File: config.mk
export PLATFORM = sky130hd
export DESIGN_NAME = rr_mux_arbiter
export DESIGN_NICKNAME = d
export VERILOG_FILES = /design/src/rtl/mux_arb_pkg.sv /design/src/rtl/rr_pick.sv /design/src/rtl/rr_mux_arbiter.sv
export SDC_FILE = /design/constraint.sdc
export NUM_CORES = 1
export LEC_CHECK = 0
export ABC_AREA = 1
export BUFFER_PORTS_ARGS = -buffer_cell sky130_fd_sc_hd__buf_2
export CAP_MARGIN = 5
export CORE_MARGIN = 2
export CORE_UTILIZATION = 49
export DETAILED_ROUTE_END_ITERATION = 10
export PLACE_DENSITY = 0.88
export SLEW_MARGIN = 20
export SYNTH_ARGS = -nofsm -noshare
export SYNTH_HDL_FRONTEND = slang
export SYNTH_HIERARCHICAL = 1
export SYNTH_SLANG_ARGS = --single-unit
File: constraint.sdc
create_clock -name clk -period 3.9 [get_ports clk]
set_input_delay 0.195 -clock clk [delete_from_list [all_inputs] [get_ports clk]]
set_output_delay 0.195 -clock clk [all_outputs]
set_load 0.005 [all_outputs]
File: src/rtl/mux_arb_pkg.sv
// Shared constants, state encoding and index helper for the round-robin mux arbiter.
// Optional feature macro used by the arbiter: ARB_LOCK_EN.
package mux_arb_pkg;

  localparam int NUM_REQ = 4;
  localparam int SEL_W   = 2;

  // IDLE: output register empty; BUSY: output register holds a word
  typedef enum logic [0:0] {
    IDLE = 1'b0,
    BUSY = 1'b1
  } state_t;

  // Next requester index, wrapping 3 -> 0 through the natural 2-bit overflow
  function automatic logic [SEL_W-1:0] next_idx(input logic [SEL_W-1:0] idx);
    return idx + SEL_W'(1);
  endfunction

endpackage

File: src/rtl/rr_pick.sv
// Combinational round-robin picker: first valid requester at or after ptr, modulo NUM_REQ.
// Produces a one-hot winner, its index and an any-request flag.
module rr_pick
  import mux_arb_pkg::*;
(
  input  logic [NUM_REQ-1:0] req_valid,
  input  logic [SEL_W-1:0]   ptr,
  output logic [NUM_REQ-1:0] winner,
  output logic [SEL_W-1:0]   winner_idx,
  output logic               any_req
);

  logic             found;
  logic [SEL_W-1:0] cand;

  // Scan ptr, ptr+1, ... and latch onto the first requester that is valid
  always_comb begin
    winner     = '0;
    winner_idx = '0;
    found      = 1'b0;
    cand       = ptr;
    for (int k = 0; k < NUM_REQ; k++) begin
      cand = ptr + SEL_W'(k);
      if (!found && req_valid[cand]) begin
        found         = 1'b1;
        winner_idx    = cand;
        winner[cand]  = 1'b1;
      end
    end
  end

  assign any_req = |req_valid;

endmodule

File: src/rtl/rr_mux_arbiter.sv
// Four-way round-robin arbiter feeding a registered 4:1 data mux with valid/ready output.
// Optional macro ARB_LOCK_EN: the requester at index sel holding req_lock keeps winning
// without advancing the round-robin pointer. Without it, req_lock is ignored.
module rr_mux_arbiter
  import mux_arb_pkg::*;
#(
  parameter int WIDTH = 32
) (
  input  logic                 clk,
  input  logic                 reset_n,
  input  logic [NUM_REQ-1:0]   req_valid,
  input  logic [WIDTH-1:0]     req_data0,
  input  logic [WIDTH-1:0]     req_data1,
  input  logic [WIDTH-1:0]     req_data2,
  input  logic [WIDTH-1:0]     req_data3,
  input  logic [NUM_REQ-1:0]   req_lock,
  output logic [NUM_REQ-1:0]   gnt,
  output logic [SEL_W-1:0]     sel,
  output logic                 out_valid,
  output logic [WIDTH-1:0]     out_data,
  input  logic                 out_ready
);

  state_t             state;
  logic [SEL_W-1:0]   ptr;
  logic               open_slot;
  logic [NUM_REQ-1:0] pick_winner;
  logic [SEL_W-1:0]   pick_idx;
  logic               pick_any;
  logic               lock_win;
  logic               grant_any;
  logic [SEL_W-1:0]   gnt_idx;
  logic [WIDTH-1:0]   gnt_data;

  rr_pick u_pick (
    .req_valid  (req_valid),
    .ptr        (ptr),
    .winner     (pick_winner),
    .winner_idx (pick_idx),
    .any_req    (pick_any)
  );

  // The output register can take a new word when empty or when it drains this cycle
  assign open_slot = (state == IDLE) || out_ready;

`ifdef ARB_LOCK_EN
  assign lock_win = open_slot && req_valid[sel] && req_lock[sel];
`else
  logic unused_lock;
  assign unused_lock = ^req_lock;
  assign lock_win    = 1'b0;
`endif

  assign grant_any = open_slot && (lock_win || pick_any);
  assign gnt_idx   = lock_win ? sel : pick_idx;

  // Grant pulse is forced low while reset is held, otherwise one-hot of the winner
  always_comb begin
    gnt = '0;
    if (reset_n && grant_any) begin
      gnt = lock_win ? (NUM_REQ'(1) << sel) : pick_winner;
    end
  end

  // 4:1 data mux steered by the winning index
  always_comb begin
    gnt_data = req_data0;
    case (gnt_idx)
      2'd0:    gnt_data = req_data0;
      2'd1:    gnt_data = req_data1;
      2'd2:    gnt_data = req_data2;
      default: gnt_data = req_data3;
    endcase
  end

  // Capture the granted word, advance the pointer past the winner, or drain to IDLE
  always_ff @(posedge clk or negedge reset_n) begin
    if (!reset_n) begin
      state     <= IDLE;
      ptr       <= '0;
      sel       <= '0;
      out_valid <= 1'b0;
      out_data  <= '0;
    end else if (grant_any) begin
      out_data  <= gnt_data;
      sel       <= gnt_idx;
      out_valid <= 1'b1;
      state     <= BUSY;
      if (!lock_win) begin
        ptr <= next_idx(gnt_idx);
      end
    end else if ((state == BUSY) && out_ready) begin
      out_valid <= 1'b0;
      state     <= IDLE;
    end
  end

endmodule

Yosys cells after proc, flatten, opt, wreduce, memory -nomap -nowiden

Index checks and enable logic that the tools add are counted.

Word-level logic and storage cells: 70
Output and inout bits: 39
Bits of input ports: 139
Flip-flop bits (word level): 37

Reduce and logical (&&, ||, !) cells: 17
Muxes and demuxes: 31
Bitwise gates (word level): 4
$add $sub $neg: 4
Order comparisons: 8
Eq/ne operators: 2

Operators by type and width:

| cell                                                              | count |
|---|---|
| case mux 32 bit (3 select lines)                                  | 1 |
| 2-to-1 mux 4 bit                                                  | 5 |
| 2-to-1 mux 1 bit                                                  | 13 |
| less-than comparator 2 x 3 -> 1 bit, second input constant        | 4 |
| bitwise OR 4 bit                                                  | 3 |
| logical AND 1 bit                                                 | 10 |
| binary-select mux 1 bit (select 2 bit)                            | 4 |
| demux 1 bit (select 2 bit)                                        | 4 |
| greater-or-equal comparator 2 x 1 -> 1 bit, second input constant | 4 |
| 2-to-1 mux 2 bit                                                  | 4 |
| adder 2 x 1 -> 2 bit, second input constant                       | 2 |
| adder 2 bit, second input constant                                | 2 |
| OR reduction 4 bit                                                | 1 |
| logical NOT 1 bit                                                 | 3 |
| == test 2 x 1 -> 1 bit, second input constant                     | 1 |
| == test 2 bit, second input constant                              | 1 |
| logical NOT 2 bit                                                 | 1 |
| nonzero test 2 bit                                                | 1 |
| logical OR 1 bit                                                  | 1 |
| inverter 1 bit                                                    | 1 |

Longest topological paths before layout

Depth in word-level cells: 14
Gate-level depth with buffers: 19
Gate-level depth less buffers: 17

By module

Netlist, hierarchy kept.

By module, submodules not included:

| module         | cells each | instances | area an instance (µm²) | seq. area each (µm²) |
|---|---|---|---|---|
| rr_mux_arbiter | 442        | 1         | 2648.8                 | 925.9 |
| rr_pick        | 83         | 1         | 534.3                  | 0.0 |

Least setup slack after synthesis

OpenSTA, ideal clock, no wires.

Kind: reg2reg
Start point: reg ptr[1]
End point: reg out_data[10]
Library setup time: 0.116 ns
Period minus slack after synthesis: 2.566 ns
Data arrival time: 2.449 ns
Required time: 3.784 ns
Stages on the path, launching flop included: 17
Slack: 1.334 ns
Path buffers: 1
Cells stage by stage: dfrtp_1 -> bufinv_8 -> ha_1 -> inv_1 -> nand3_1 -> nand2_1 -> nand3_1 -> nor2_1 -> nor2_1 -> nor2_1 -> inv_1 -> ha_1 -> buf_2 -> a21oi_1 -> nand2_1 -> nand2_1 -> nand2_1

Word-level cells in the longest chain between the ends: 14
Elaborated cells on any way between the ends: 28
Those cells by class: 3 x add/sub; 2 x eq/ne; 16 x mux; 7 x reduce/logical

Ends and longest elaborated chain:

| what                                                                          | RTL line             | source |
|---|---|---|
| start, declared                                                               | rr_mux_arbiter.sv:25 | `logic [SEL_W-1:0] ptr;` |
| start signal, assigned                                                        | rr_mux_arbiter.sv:90 | `ptr <= next_idx(gnt_idx);` |
| parallel branches: the longest is 11 deep, another holds adder 2 x 1 -> 2 bit | n/a                  |  |
| 2-to-1 mux 2 bit (*)                                                          | rr_pick.sv:24        | `if (!found && req_valid[cand]) begin` |
| net gnt_idx[0]                                                                | rr_mux_arbiter.sv:32 | `logic [SEL_W-1:0] gnt_idx;` |
| == test 2 bit, or another cell as far along                                   | rr_mux_arbiter.sv:68 | `case (gnt_idx)` |
| case mux 32 bit (3 select lines) (*)                                          | rr_mux_arbiter.sv:68 |  |
| end signal, assigned                                                          | rr_mux_arbiter.sv:85 | `out_data <= gnt_data;` |
| end, declared                                                                 | rr_mux_arbiter.sv:20 | `output logic [WIDTH-1:0] out_data,` |

Mark *: on every way through the listed nets, which the timed path passes. The select of a mux whose other input is x is not followed.
A chain may end at the register's enable or synchronous reset.

Worst setup path after layout

Start point: reg ptr[0]
End point: reg out_data[28]

Same word-level chain as after synthesis.

==> results <==
- The number of enable-type register cells in the synthesized netlist is 0.
- STA classifies the critical path endpoint as a register.
- Setup repair after global routing left no endpoint under its margin.
- The worst path arrival time is roughly 3.5 ns.
- The switching share of power is 0.5553.
- At the end of routability-driven placement, the weighted congestion stood at about 0.95.
- The number of instances resized during post-cts repair is 0.
- The most frequent cell on the critical path is nand2_1.
- The overall fraction of global-route tracks in use is 0.2444.
- The critical path class is reg2reg.
- The cell family contributing the most delay on the critical path is simple AND/OR/NAND/NOR gates.
- TritonCTS built the clock tree.
- The number of DRC markers after the initial detailed-route iteration is 179.
- The vias after detailed routing is 3685.
- Summed over all failing endpoints, the final setup total negative slack is 0 ns.
- The number of slew-limit violations in the final report is 0.
- CTS built an H-tree with a depth of 2.
- The final layout contains 834 nets.
- The floorplan step set the die height to 84.60 µm.
- Derived from the worst setup path, the maximum achievable clock frequency is 0.3028 GHz.
- Dividing the detail-routed wire length by the instance count gives 11.76 µm.
- The biggest area consumer among synthesized cells is nand2_1.
- The area share of the largest cell type after synthesis is 0.2913.
- The internal power of the cells totals between 0.0015 and 0.002 W.
- The count of final hold-check violations is 0.
- The detailed router used layers up to and including met4.
- The startpoint type of the worst setup path is a register.
- The synthesized instance count is ~530.
- The maximum ir drop on the vdd rail is 674.3 µV.
- Of all flip-flops after synthesis, the portion carrying an async set or reset was 1.000.
- The synthesized netlist net count is 673.
- The signal on the critical path passes through inv_8, ha_1, inv_1, nand3_1, nand2_1, nand3_1, nor2_1, nor2_1, nor2_1, ha_1, buf_4, nand2_1, nand2_1, inv_1, nand2_1, nand2_1, nand2_1.
- For this run, the detailed router's first-pass iteration total came to 4.
- The clock net in this run drives a total of 37 sinks.
- The data required time of the worst path is around 4.1 ns.
- Hold timing on the final database bottoms out at a slack of 0.2103 ns.
- The buffer type at the clock tree root is clkbuf_8.
- The critical path's slowest cell is dfrtp_1.
- The number of buffers inserted during clock tree synthesis is 5.
- From synthesis to final layout, the design area changed by 28.22%.
- The post-CTS clock slew at the launch and capture registers of the worst setup and hold paths is 0.07 ns.
- The headroom to the max-slew limit is 0.4965.
- The detailed-routing wirelength on met1 is around 3800 µm.
- The largest stage delay on the critical path is 0.69 ns.
- After synthesis, the cell types taking the most area are nand2_1 (29%), dfrtp_1 (29%), nor2_1 (7.7%), a21oi_1 (5.8%), inv_1 (5.7%).
- The final routed DRC violation total is 0.
- In the finished design, the share of the clock period the worst path needs comes to 0.8469.
- The combinational cell fraction of total power is 0.774.
- The ratio of total power to cell area is 1057 nW/µm².
- The number of antenna diodes is 0.
- The clock passes through at most 2 buffers.
- In this run the worst path has a maximum fanout of 21.
- The register area share after synthesis is 0.2909.
- The number of global-route vias before repair is between 3000 and 4000.
- The netlist uses 23 different library cells.
- The ratio of routed vias to standard cells is between 4 and 5.
- The initial antenna violation count was 0.
- After clock tree synthesis, the setup repair step added 0 buffers.
- After clock tree synthesis, the flow added hold-fix buffers numbering 1.
- Entering global routing, the biggest net connects 74 pins.
- The clock network latency to the later pin of the worst-skew pair is 0.28 ns.
- By instance count, the leading cell after synthesis is nand2_1.
- The analysis attributes to net switching a power of 0.002395 W.
- The flow ran to the end, and the final reports show no timing, DRC or antenna violations.
- The fraction of power consumed by the clock network is 0.058.
- The actual slew at the worst max-slew pin is 0.7552 ns.
- In the synthesized netlist the dominant register cell turns out to be dfrtp_1.
- Summed over all nets, wire length on met3 after detailed routing comes to 663 µm.
- The initial utilization of the core area, before any placement, comes to 0.5042.
- Setup violations remaining at the end of the flow were counted as 0.
- The detail route stage leaves a number of antenna-violating nets equal to 0.
- The floorplan has 29 rows.
- The synthesized cell area is around 3200 µm².
- The number of buffers and inverters on the critical path is 4.
- Summed over all nets, the half-perimeter wirelength after detailed placement is 6767 µm.
- The leftover overflow at the end of global routing is 0.
- The routed wire length is 8981 µm.
- The max capacitance violation total is 0.
- After layout, the minimum clock period comes to 3.303 ns.
- Port buffering added 173 buffers.
- Summed over all cells, the static leakage comes to 2.528 nW.
- Dividing the synthesized area by the synthesized cell count gives 6.063 µm².
- The wire length of the first global-routing pass is 14590 µm.
- Clock skew on the completed layout was measured at roughly 0.0044 ns.
- The number of synthesis warnings is 6.
- The tightest min-delay check is of the in2reg type.
- The standard cell core area is 6314 µm².
- The area of the die is 7156 µm².
- The relative contribution of sequential cells to total power is 0.168.
- The number of ports placed on the die boundary is ~180.
- The chip width is 84.60 µm.
- Summed over all nets, wire length on met2 after detailed routing comes to 4463 µm.
- The fraction of layout instances using a drive strength above 1 is 0.3086.
- The commonest cells after synthesis are nand2_1 (247), nor2_1 (65), inv_1 (48).
- After synthesis the netlist holds a flip-flop and latch count of 37.
tightest hold or removal path: stages:
cell and delay [ns]:
buf_2 0.08, inv_1 0.04, nand2_2 0.08, nand2_1 0.06
flip-flops by register name (all words and copies together), names as in the netlist:
signal	count
out_data	32
out_valid	1
ptr	2
sel	2
metrics by stage:
step | area, µm² | setup WS, ns | utilization | total power [W] | instances
floorplan | 3183 | 1.334 | - | 0.003438 | 525
global placement | 3984 | 0.5797 | 0.6310 | 0.003945 | 755
detailed placement | 3986 | 0.4687 | 0.6314 | 0.004070 | 755
CTS | 4079 | 0.4430 | 0.6461 | 0.004341 | 764
global route | 4081 | 0.2266 | 0.6465 | 0.004876 | 764
finish | 4081 | 0.5972 | 0.6465 | 0.004313 | 764
cell type report:
type                            count  area [µm²]
Inverter                           52       216.5
Timing Repair Buffer              178       905.9
Sequential cell                    37       925.9
Clock inverter                      2       10.01
Multi-Input combinational cell    412        1854
Clock buffer                        6       72.57
Tap cell                           77       96.34
Fill cell                         601        2232
metal layers:
metal | track usage | up-vias
li1 | - | 1902
met1 | 0.2914 | 1627
met2 | 0.4481 | 148
met3 | 0.04916 | 8
met4 | 0.06061 | 0
met5 | 0 | -
power groups by stage:
stage | sequential, W | clock, W | combinational [W]
finish | 0.000725 | 0.000251 | 0.00334
global route | 0.000752 | 0.000276 | 0.00385
CTS | 0.000725 | 0.000260 | 0.00336
detailed placement | 0.000728 | 0 | 0.00334
global placement | 0.000720 | 0 | 0.00322
floorplan | 0.000720 | 0 | 0.00272
placed cells by master (no fill, tap or decap), drive strengths merged:
master / instances
nand4: 1
a21boi: 4
nand2: 257
clkbuf: 6
nor2: 75
buf: 177
dfrtp: 37
dlygate4sd3: 1
a21oi: 37
ha: 9
nand3: 24
inv: 51
bufinv: 1
o21ai: 5
clkinv: 2
logic make-up (layout without fill, tap and decap cells):
kind of cell | Yosys count | count (layout) | synth area share
compound gates | 46 | 46 | 0.07547
fa+ha+maj | 9 | 9 | 0.03538
simple gates | 357 | 357 | 0.4701
flops | 37 | 37 | 0.2909
buf+inv | 76 | 238 | 0.1281
worst paths after layout:
| check | depth (start not counted) | endpoint | slack (ns) | start |
|---|---|---|---|---|
| worst max-delay path | 17 | out_data[28] | 0.60 | ptr[0] |
| worst min-delay path | 4 | out_valid | 0.21 | out_ready |
| worst max register to register | 17 | out_data[28] | 0.60 | ptr[0] |
| worst min register to register | 2 | out_data[7] | 0.48 | out_data[7] |
| max in group asynchronous | 3 | out_data[18] | 3.07 | reset_n |
| min in group asynchronous | 3 | out_data[0] | 0.49 | reset_n |
No activity file was read; power rests on OpenSTA's default activity.
